File: src/rtl/vend_pkg.sv
// vend_pkg: shared FSM states, coin codes, coin values and the change unit for the vending controller
package vend_pkg;
  typedef enum logic [1:0] {IDLE, CREDIT, VEND, CHANGE} state_t;
  localparam logic [1:0] COIN_5 = 2'b01;
  localparam logic [1:0] COIN_10 = 2'b10;
  localparam logic [5:0] VAL_5 = 6'd5;
  localparam logic [5:0] VAL_10 = 6'd10;
  localparam logic [5:0] CHG_UNIT = 6'd5;
  function automatic logic [5:0] coin_value(input logic [1:0] code);
    return code == COIN_5 ? VAL_5 : code == COIN_10 ? VAL_10 : 6'd0;
  endfunction
endpackage

File: src/rtl/vend_if.sv
// vend_if: vending bus; master drives coin/sel/cancel/disp_ready/chg_ready, slave drives acks, credit, dispense and change requests
interface vend_if;
  logic coin_valid;
  logic [1:0] coin;
  logic sel_valid;
  logic [1:0] sel;
  logic cancel;
  logic disp_ready;
  logic chg_ready;
  logic coin_ack;
  logic coin_rej;
  logic sel_err;
  logic [5:0] credit;
  logic disp_valid;
  logic [1:0] disp_id;
  logic chg_valid;
  logic busy;
  modport master(
    output coin_valid, coin, sel_valid, sel, cancel, disp_ready, chg_ready,
    input coin_ack, coin_rej, sel_err, credit, disp_valid, disp_id, chg_valid, busy
  );
  modport slave(
    input coin_valid, coin, sel_valid, sel, cancel, disp_ready, chg_ready,
    output coin_ack, coin_rej, sel_err, credit, disp_valid, disp_id, chg_valid, busy
  );
endinterface

File: src/rtl/vend_price_lut.sv
// vend_price_lut: combinational product id -> price lookup; in sel, out price and ok (id in range)
module vend_price_lut #(
  parameter int PRICE0 = 10,
  parameter int PRICE1 = 15,
  parameter int PRICE2 = 20
) (
  input  logic [1:0] sel,
  output logic [5:0] price,
  output logic       ok
);
  assign price = sel == 2'd0 ? 6'(PRICE0) : sel == 2'd1 ? 6'(PRICE1) : sel == 2'd2 ? 6'(PRICE2) : 6'd0;
  assign ok = sel != 2'd3;
endmodule

File: src/rtl/vend_ctrl.sv
// vend_ctrl: coin-credit vending FSM; ports clk, rst (sync, active-high) and vend_if.slave bus, all outputs registered
module vend_ctrl import vend_pkg::*; #(
  parameter int PRICE0 = 10,
  parameter int PRICE1 = 15,
  parameter int PRICE2 = 20,
  parameter int CREDIT_MAX = 30
) (
  input logic   clk,
  input logic   rst,
  vend_if.slave bus
);
  state_t state, state_n;
  logic [5:0] credit, credit_n, price, cval;
  logic [6:0] sum;
  logic [1:0] disp_id, disp_id_n;
  logic id_ok, coin_ok, sel_ok;
  logic coin_ack, coin_ack_n, coin_rej, coin_rej_n, sel_err, sel_err_n;
  logic disp_valid, disp_valid_n, chg_valid, chg_valid_n, busy, busy_n;
  vend_price_lut #(.PRICE0(PRICE0), .PRICE1(PRICE1), .PRICE2(PRICE2)) lut (
    .sel(bus.sel), .price(price), .ok(id_ok)
  );
  always_comb begin
    cval = coin_value(bus.coin);
    sum = {1'b0, credit} + {1'b0, cval};
    coin_ok = cval != 6'd0 && sum <= 7'(CREDIT_MAX);
    sel_ok = id_ok && credit >= price;
    state_n = state;
    credit_n = credit;
    disp_id_n = disp_id;
    disp_valid_n = disp_valid;
    chg_valid_n = chg_valid;
    coin_ack_n = 1'b0;
    coin_rej_n = bus.coin_valid;
    sel_err_n = bus.sel_valid;
    case (state)
      IDLE: begin
        coin_ack_n = bus.coin_valid && coin_ok;
        coin_rej_n = bus.coin_valid && !coin_ok;
        credit_n = coin_ack_n ? sum[5:0] : credit;
        state_n = coin_ack_n ? CREDIT : IDLE;
      end
      CREDIT: begin
        if (bus.cancel) begin
          state_n = CHANGE;
          chg_valid_n = 1'b1;
        end else if (bus.sel_valid) begin
          sel_err_n = !sel_ok;
          if (sel_ok) begin
            credit_n = credit - price;
            disp_id_n = bus.sel;
            disp_valid_n = 1'b1;
            state_n = VEND;
          end
        end else begin
          coin_ack_n = bus.coin_valid && coin_ok;
          coin_rej_n = bus.coin_valid && !coin_ok;
          credit_n = coin_ack_n ? sum[5:0] : credit;
        end
      end
      VEND: begin
        if (bus.disp_ready) begin
          disp_valid_n = 1'b0;
          chg_valid_n = credit != 6'd0;
          state_n = credit != 6'd0 ? CHANGE : IDLE;
        end
      end
      CHANGE: begin
        credit_n = chg_valid && bus.chg_ready ? credit - CHG_UNIT : credit;
        chg_valid_n = credit_n != 6'd0;
        state_n = credit_n != 6'd0 ? CHANGE : IDLE;
      end
    endcase
    busy_n = state_n == VEND || state_n == CHANGE;
  end
  always_ff @(posedge clk) begin
    if (rst) begin
      state <= IDLE;
      credit <= '0;
      disp_id <= '0;
      disp_valid <= 1'b0;
      chg_valid <= 1'b0;
      coin_ack <= 1'b0;
      coin_rej <= 1'b0;
      sel_err <= 1'b0;
      busy <= 1'b0;
    end else begin
      state <= state_n;
      credit <= credit_n;
      disp_id <= disp_id_n;
      disp_valid <= disp_valid_n;
      chg_valid <= chg_valid_n;
      coin_ack <= coin_ack_n;
      coin_rej <= coin_rej_n;
      sel_err <= sel_err_n;
      busy <= busy_n;
    end
  end
  assign bus.coin_ack = coin_ack;
  assign bus.coin_rej = coin_rej;
  assign bus.sel_err = sel_err;
  assign bus.credit = credit;
  assign bus.disp_valid = disp_valid;
  assign bus.disp_id = disp_id;
  assign bus.chg_valid = chg_valid;
  assign bus.busy = busy;
endmodule
File: src/flat_wrapper.sv
// flat-port wrapper written by rule: the top's interface ports become plain ports
module vend_ctrl_flat import vend_pkg::*;
#(
  parameter int PRICE0 = 10,
  parameter int PRICE1 = 15,
  parameter int PRICE2 = 20,
  parameter int CREDIT_MAX = 30
)
  (clk, rst, bus_coin_valid, bus_coin, bus_sel_valid, bus_sel, bus_cancel, bus_disp_ready, bus_chg_ready, bus_coin_ack, bus_coin_rej, bus_sel_err, bus_credit, bus_disp_valid, bus_disp_id, bus_chg_valid, bus_busy);
  vend_if bus_i ();
  input logic clk;
  input logic rst;
  input wire logic [$bits(bus_i.coin_valid)-1:0] bus_coin_valid;
  input wire logic [$bits(bus_i.coin)-1:0] bus_coin;
  input wire logic [$bits(bus_i.sel_valid)-1:0] bus_sel_valid;
  input wire logic [$bits(bus_i.sel)-1:0] bus_sel;
  input wire logic [$bits(bus_i.cancel)-1:0] bus_cancel;
  input wire logic [$bits(bus_i.disp_ready)-1:0] bus_disp_ready;
  input wire logic [$bits(bus_i.chg_ready)-1:0] bus_chg_ready;
  output wire logic [$bits(bus_i.coin_ack)-1:0] bus_coin_ack;
  output wire logic [$bits(bus_i.coin_rej)-1:0] bus_coin_rej;
  output wire logic [$bits(bus_i.sel_err)-1:0] bus_sel_err;
  output wire logic [$bits(bus_i.credit)-1:0] bus_credit;
  output wire logic [$bits(bus_i.disp_valid)-1:0] bus_disp_valid;
  output wire logic [$bits(bus_i.disp_id)-1:0] bus_disp_id;
  output wire logic [$bits(bus_i.chg_valid)-1:0] bus_chg_valid;
  output wire logic [$bits(bus_i.busy)-1:0] bus_busy;
  assign bus_i.coin_valid = bus_coin_valid;
  assign bus_i.coin = bus_coin;
  assign bus_i.sel_valid = bus_sel_valid;
  assign bus_i.sel = bus_sel;
  assign bus_i.cancel = bus_cancel;
  assign bus_i.disp_ready = bus_disp_ready;
  assign bus_i.chg_ready = bus_chg_ready;
  assign bus_coin_ack = bus_i.coin_ack;
  assign bus_coin_rej = bus_i.coin_rej;
  assign bus_sel_err = bus_i.sel_err;
  assign bus_credit = bus_i.credit;
  assign bus_disp_valid = bus_i.disp_valid;
  assign bus_disp_id = bus_i.disp_id;
  assign bus_chg_valid = bus_i.chg_valid;
  assign bus_busy = bus_i.busy;
  vend_ctrl #(.PRICE0(PRICE0), .PRICE1(PRICE1), .PRICE2(PRICE2), .CREDIT_MAX(CREDIT_MAX)) u_core (.clk(clk), .rst(rst), .bus(bus_i));
endmodule
File: config.mk
export PLATFORM = sky130hd
export DESIGN_NAME = vend_ctrl_flat
export DESIGN_NICKNAME = d
export VERILOG_FILES = /design/src/rtl/vend_pkg.sv /design/src/rtl/vend_if.sv /design/src/rtl/vend_price_lut.sv /design/src/rtl/vend_ctrl.sv /design/src/flat_wrapper.sv
export SDC_FILE = /design/constraint.sdc
export NUM_CORES = 1
export LEC_CHECK = 0
export CAP_MARGIN = 10
export CORE_MARGIN = 1
export CORE_UTILIZATION = 30
export DETAILED_ROUTE_END_ITERATION = 8
export GPL_ROUTABILITY_DRIVEN = 0
export GPL_TIMING_DRIVEN = 0
export PLACE_DENSITY = 0.57
export SKIP_LAST_GASP = 1
export SYNTH_ARGS = -nofsm -noshare
export SYNTH_HDL_FRONTEND = slang
export SYNTH_SLANG_ARGS = --single-unit
File: constraint.sdc
create_clock -name clk -period 3.5 [get_ports clk]
set_input_delay 0.875 -clock clk [delete_from_list [all_inputs] [get_ports clk]]
set_output_delay 0.875 -clock clk [all_outputs]
set_load 0.005 [all_outputs]
[Word-level counts from Yosys, hierarchy flattened]
Index checks and enable logic that the tools add are counted.
Word-level totals
  register bits: 16
  bits in latches: 0
  bits in writable memories: 0
  bits of input ports: 11
  ROM bits: 0
  memories kept: 0
  output and inout bits: 14
  logic and storage cells: 87
Cells by class
  multipliers: 0
  add/sub/neg operators: 3
  shift-type cells: 0
  divide/modulo/power cells: 0
  muxes and demuxes: 36
  magnitude comparators: 2
  reductions and logical operators: 20
  equality and inequality tests: 16
  bitwise logic cells: 1
Operator list (number)
  6-bit two-way mux: 6
  6-bit one-hot mux with 3 select lines: 1
  6-bit nonzero test: 3
  5-bit two-way mux: 3
  1-bit two-way mux: 14
  2-bit == test (second input constant): 6
  2-bit two-way mux: 6
  2-bit inequality test (second input constant): 5
  2-bit one-hot mux with 4 select lines: 1
  6-bit by 6-bit adder with 7-bit output: 1
  7-bit by 5-bit less-or-equal comparator with 1-bit output (second input constant): 1
  2-bit by 1-bit == test with 1-bit output (second input constant): 3
  6-bit by 5-bit greater-or-equal comparator with 1-bit output: 1
  1-bit one-hot mux with 2 select lines: 3
  3-bit AND reduction: 2
  3-bit nonzero test: 2
  6-bit by 3-bit subtractor with 6-bit output (second input constant): 1
  6-bit by 5-bit subtractor with 6-bit output: 1
  1-bit logical AND: 5
  5-bit AND reduction: 1
  2-bit zero test: 2
  4-bit two-way mux: 1
  4-bit AND reduction: 1
  3-bit by 2-bit inequality test with 1-bit output (second input constant): 1
  other kinds (6): 7

[Depth between registers and ports, before layout]
  word-level depth: 12
  mapped depth: 12
  depth with buffers taken out: 12

[Modules after synthesis]
From an unflattened synthesis, not the netlist that was laid out.
Unflattened totals
  cell total of the unflattened synthesis: 235
  area total of the unflattened synthesis: 1711.6 µm²
Modules (own cells, without submodules)
  vend_ctrl: instances 1, cells each 224, seq. area each 300.3 µm², area an instance 1625.3 µm²
  vend_price_lut: instances 1, cells each 11, seq. area each 0.0 µm², area an instance 86.3 µm²

[Worst setup path after synthesis]
Ideal clock, no wire load.
  kind: input to register
  start point: input bus_sel[0]
  end point: register u_core.credit[4] (netlist: u_core.bus.credit[4])
  slack: 0.005 ns
  required time: 3.373 ns
  data arrival time: 3.368 ns
  setup time: 0.127 ns
  path buffers: 0
  stages on the path: 11
  cell sequence: inv_1 ha_1 or2_2 fa_1 and2b_1 o22ai_2 a311o_1 a31oi_2 nand2_1 o211a_1 or3_1
On the way
  cells in the longest elaborated chain, start to end: 9
  elaborated cells on any way between the ends: 16
  classes of those cells: 1 x add/sub; 1 x order compare; 4 x eq/ne; 7 x mux; 3 x reduce/logical
Ends and longest elaborated chain
  start: declaration: line flat_wrapper.sv:16  | input wire logic [$bits(bus_i.sel)-1:0] bus_sel;
  2-bit == test: line vend_price_lut.sv:11  | assign price = sel == 2'd0 ? 6'(PRICE0) : sel == 2'd1 ? 6'(PRICE1) : sel == 2'd2 ? 6'(PRICE2) : 6'd0;
  5-bit two-way mux (3 in a row): line vend_price_lut.sv:11
  6-bit by 5-bit subtractor with 6-bit output: line vend_ctrl.sv:49  | credit_n = credit - price;
  6-bit two-way mux: line vend_ctrl.sv:48  | if (sel_ok) begin
  6-bit two-way mux: line vend_ctrl.sv:46  | end else if (bus.sel_valid) begin
  6-bit two-way mux: line vend_ctrl.sv:43  | if (bus.cancel) begin
  6-bit one-hot mux with 3 select lines: line vend_ctrl.sv:35  | case (state)
  end signal: assignment: line vend_ctrl.sv:88  | credit <= credit_n;
  end: declaration: line vend_ctrl.sv:13  | logic [5:0] credit, credit_n, price, cval;
Several ways; a longest one is shown, not always the timed one. The select of a mux whose other input is x is not followed.
A chain may end at the register's enable or synchronous reset.

[Worst setup path after layout]
  start point: input bus_coin[1]
  end point: register u_core.credit[3] (netlist: u_core.bus.credit[3])
On the way
  cells in the longest elaborated chain, start to end: 11
  elaborated cells on any way between the ends: 13
  classes of those cells: 1 x add/sub; 1 x order compare; 2 x eq/ne; 6 x mux; 3 x reduce/logical
Ends and longest elaborated chain
  start: declaration: line flat_wrapper.sv:14  | input wire logic [$bits(bus_i.coin)-1:0] bus_coin;
  2-bit == test: line vend_pkg.sv:10  | return code == COIN_5 ? VAL_5 : code == COIN_10 ? VAL_10 : 6'd0;
  4-bit two-way mux: line vend_pkg.sv:10
  6-bit two-way mux (*): line vend_pkg.sv:10
  6-bit by 6-bit adder with 7-bit output: line vend_ctrl.sv:24  | sum = {1'b0, credit} + {1'b0, cval};
  7-bit by 5-bit less-or-equal comparator with 1-bit output: line vend_ctrl.sv:25  | coin_ok = cval != 6'd0 && sum <= 7'(CREDIT_MAX);
  1-bit logical AND: line vend_ctrl.sv:25
  1-bit logical AND: line vend_ctrl.sv:37, vend_ctrl.sv:55
  6-bit two-way mux (*): line vend_ctrl.sv:39, vend_ctrl.sv:57
  6-bit two-way mux: line vend_ctrl.sv:46
  6-bit two-way mux: line vend_ctrl.sv:43
  6-bit one-hot mux with 3 select lines (*): line vend_ctrl.sv:35
Every way passes the cells marked *; elsewhere a longest branch is shown, timed or not. The select of a mux whose other input is x is not followed.

==> run summary <==
Status -> complete, no violations
Hold Crit Endpoint -> u_core.bus.disp_id[0]
Sequential area share after synthesis -> 0.172
Number of flops mapped to enable cells by yosys -> 0
Clock skew -> 0.00797 ns
Total number of vias -> 1909
Worst Path Buf+Inv -> 2
Max-Cap Viols -> 0
Pin count of the biggest net entering global routing -> 11
DP Worst Slack -> -0.879 ns
Final worst-path cycle share -> 0.972
Ports -> 25
Setup CP Type -> input pin to flip-flop
Sequential share of power -> 0.206
Inserted Clock Buffers -> 3
CTS Hold Bufs -> 0
Worst Reg-to-Reg Cells -> 11
Setup violators final -> 0
FF-to-FF Start -> u_core.bus.credit[0]
Critical Path AT -> 3.51 ns
Via-per-instance ratio -> 5.50
Final hold vios -> 0
Dpl cell area -> 2200 um^2
Worst-margin pin slew -> 0.585 ns
Area delta synth->final -> 29.8%
PwrDens -> 522 nW/um^2
First-pass GRT wire length -> 8580 um
Core Box Area -> 5960 um^2
Routed WL -> 5180 um
Layout cells sized above 1 -> 0.206
Synth Warn # -> 0
DR DRC count -> 0
Die ar. -> 6540 um^2
PortBufs -> 24
ANT cells -> 0
Beginning of the worst hold path -> u_core.bus.disp_id[0]
Gr ovfl total -> 0
1st-iter DRT viols -> 297
Leading cell type in the layout, fill and taps excluded -> nor2_1
CP delay by family, top -> compound AO/OA/AOI/OAI gates
Rel. slew slack -> 0.610
Row count -> 28
DIE HEIGHT -> 80.9 um
Worst-Skew Late Latency -> 0.26 ns
Initial antenna violation count -> 0
Fmax -> 294 MHz
NetSw -> 0.565 mW
Comb pwr share -> 0.658
Syn nets -> 262
CTS max path bufs -> 2
Total design power -> 1.26 mW
Post-route setup slack -> 0.0994 ns
Ys async rst share -> 0
Tightest Hold Check Type -> flip-flop to flip-flop
Die W -> 80.9 um
Worst Setup End Kind -> flip-flop
Worst VDD drop -> 0.000243 V
Commonest non-fill, non-tap cells in the layout -> 26 x nor2_1, 21 x clkdlybuf4s50_1, 17 x nand2_1, 16 x inv_1, 16 x dfxtp_1
GRT Total Usage -> 0.166
WP data required -> 3.61 ns
Sw frac -> 0.447
Mapped Cells -> 235
DR pass1 iterations -> 4
Dpl hpwl -> 3870 um
Pint -> 0.698 mW
Antenna viol nets, final -> 0
Final #Nets -> 300
Clk slew on worst S/H paths -> 0.07 ns
Final instance area -> 2420 um^2
WL/cell -> 14.9 um
Max Slew Vio Count -> 0
Vias in the first global route -> 1724
Ys flop type -> dfxtp_1
CTS tree -> yes
Count of different cell masters after synthesis -> 62
Synthesized area -> 1870 um^2
Clock sinks -> 16
Crit path largest cell delay -> 0.50 ns
Reg2Reg Capture Point -> u_core.bus.credit[4]
Hold path depth -> 2
Final min period -> 3.40 ns
Starting Density -> 0.313
Root buf cell -> clkbuf_8
Number of H-tree levels -> 1
Average cell area after synthesis -> 7.94 um^2
Crit path launch type -> input pin
R2R setup slack -> 0.41 ns
Leakage power -> 0.938 nW
CP Max Fanout -> 10
Yosys reg bits -> 16
Worst path cell trace -> clkdlybuf4s50_1 -> ha_1 -> buf_4 -> xor2_1 -> ha_2 -> a21oi_4 -> xnor2_2 -> a311oi_2 -> a31oi_4 -> or2_2 -> a41oi_1 -> a211oi_1
CP max stage cell -> clkdlybuf4s50_1
Clk pwr share -> 0.136
[worst max path at each step]
stage	from	endpoint	slack (ns)	cells after the start
after floorplan	bus_sel[0]	u_core.bus.credit[4]	0.005	11
after global placement	bus_sel[0]	u_core.bus.credit[4]	-0.89	12
after detailed placement	bus_sel[0]	u_core.bus.credit[4]	-0.88	12
after CTS	bus_coin[0]	u_core.bus.credit[2]	-0.04	13
after global routing	bus_coin[1]	u_core.bus.credit[0]	-0.05	12
final	bus_coin[1]	u_core.bus.credit[3]	0.1	12
[sequential cells by signal (all words and copies together), names as in the netlist]
signal and count:
u_core.bus.credit 6, u_core.bus.busy 1, u_core.bus.disp_id 2, u_core.bus.coin_rej 1
u_core.bus.chg_valid 1, u_core.state 2, u_core.bus.coin_ack 1, u_core.bus.sel_err 1
u_core.bus.disp_valid 1
[through the flow]
stage                util  cells  TNS [ns]  hold slack, ns
floorplan               -    235         0           0.485
global placement    0.369    334     -6.85           0.479
detailed placement  0.369    334     -6.86           0.485
CTS                 0.391    344    -0.103           0.502
global route        0.407    347   -0.0962           0.525
finish              0.407    347         0           0.499
[logic make-up (layout without fill, tap and decap cells)]
group,count (synthesis),count (layout),synth area share
compound gates,75,75,0.313
simple gates,84,84,0.233
buf+inv,28,65,0.0704
fa+ha+maj,16,16,0.111
flops,16,16,0.172
mux,7,7,0.0376
xor+xnor,9,9,0.0624
[layer usage]
layer | GRT usage | up-vias | share of wire
li1 | - | 951 | -
met1 | 0.242 | 892 | 0.48
met2 | 0.266 | 64 | 0.47
met3 | 0.0180 | 2 | 0.044
met4 | 0.0196 | 0 | 0.0037
met5 | 0 | - | 0
[power by group through the flow]
| stage | clock network [mW] | registers [mW] | logic, mW |
|---|---|---|---|
| finish | 0.172 | 0.260 | 0.831 |
| global route | 0.184 | 0.267 | 0.916 |
| CTS | 0.173 | 0.261 | 0.775 |
| detailed placement | 0 | 0.265 | 0.718 |
| global placement | 0 | 0.263 | 0.720 |
| floorplan | 0 | 0.251 | 0.530 |
[tightest hold or removal path: stages, from the launching register on]
cell and delay, ns:
dfxtp_1 0.33, mux2i_1 0.06, nor2_1 0.07
[layout make-up]
type	count	area [um^2]
plain buffers	11	70.1
clock buffers	4	55.1
fillers	637	3530
inverters	17	63.8
multi-input cells	191	1510
flip-flops and latches	16	320
well taps	75	93.8
repair buffers	33	307
[what timing repair did]
action	4_1_cts	5_1_grt
setup endpoints to repair	9	8
hold endpoints to repair	0	0
gates resized for setup	13	23
pin swaps	2	13
buffers inserted	6	3
[Yosys cell counts, types with 3 or more instances]
cell type	n	area share
nor2_1	26	0.052
inv_1	17	0.034
nand2_1	17	0.034
dfxtp_1	16	0.17
ha_1	15	0.10
o21ai_0	13	0.035
a21oi_1	9	0.024
mux2i_1	7	0.038
nor3_1	6	0.016
and2_1	5	0.017
clkbuf_1	5	0.010
a211oi_1	4	0.016
a21o_1	4	0.016
a311oi_1	4	0.019
o21a_1	4	0.016
or2_2	4	0.013
or3_1	4	0.013
xnor2_1	4	0.019
a31oi_1	3	0.010
buf_6	3	0.018
nand2b_1	3	0.010
nor2b_1	3	0.010
nor4_1	3	0.010
o22ai_1	3	0.010
xor2_1	3	0.014
(Power assumes the default switching activity.)
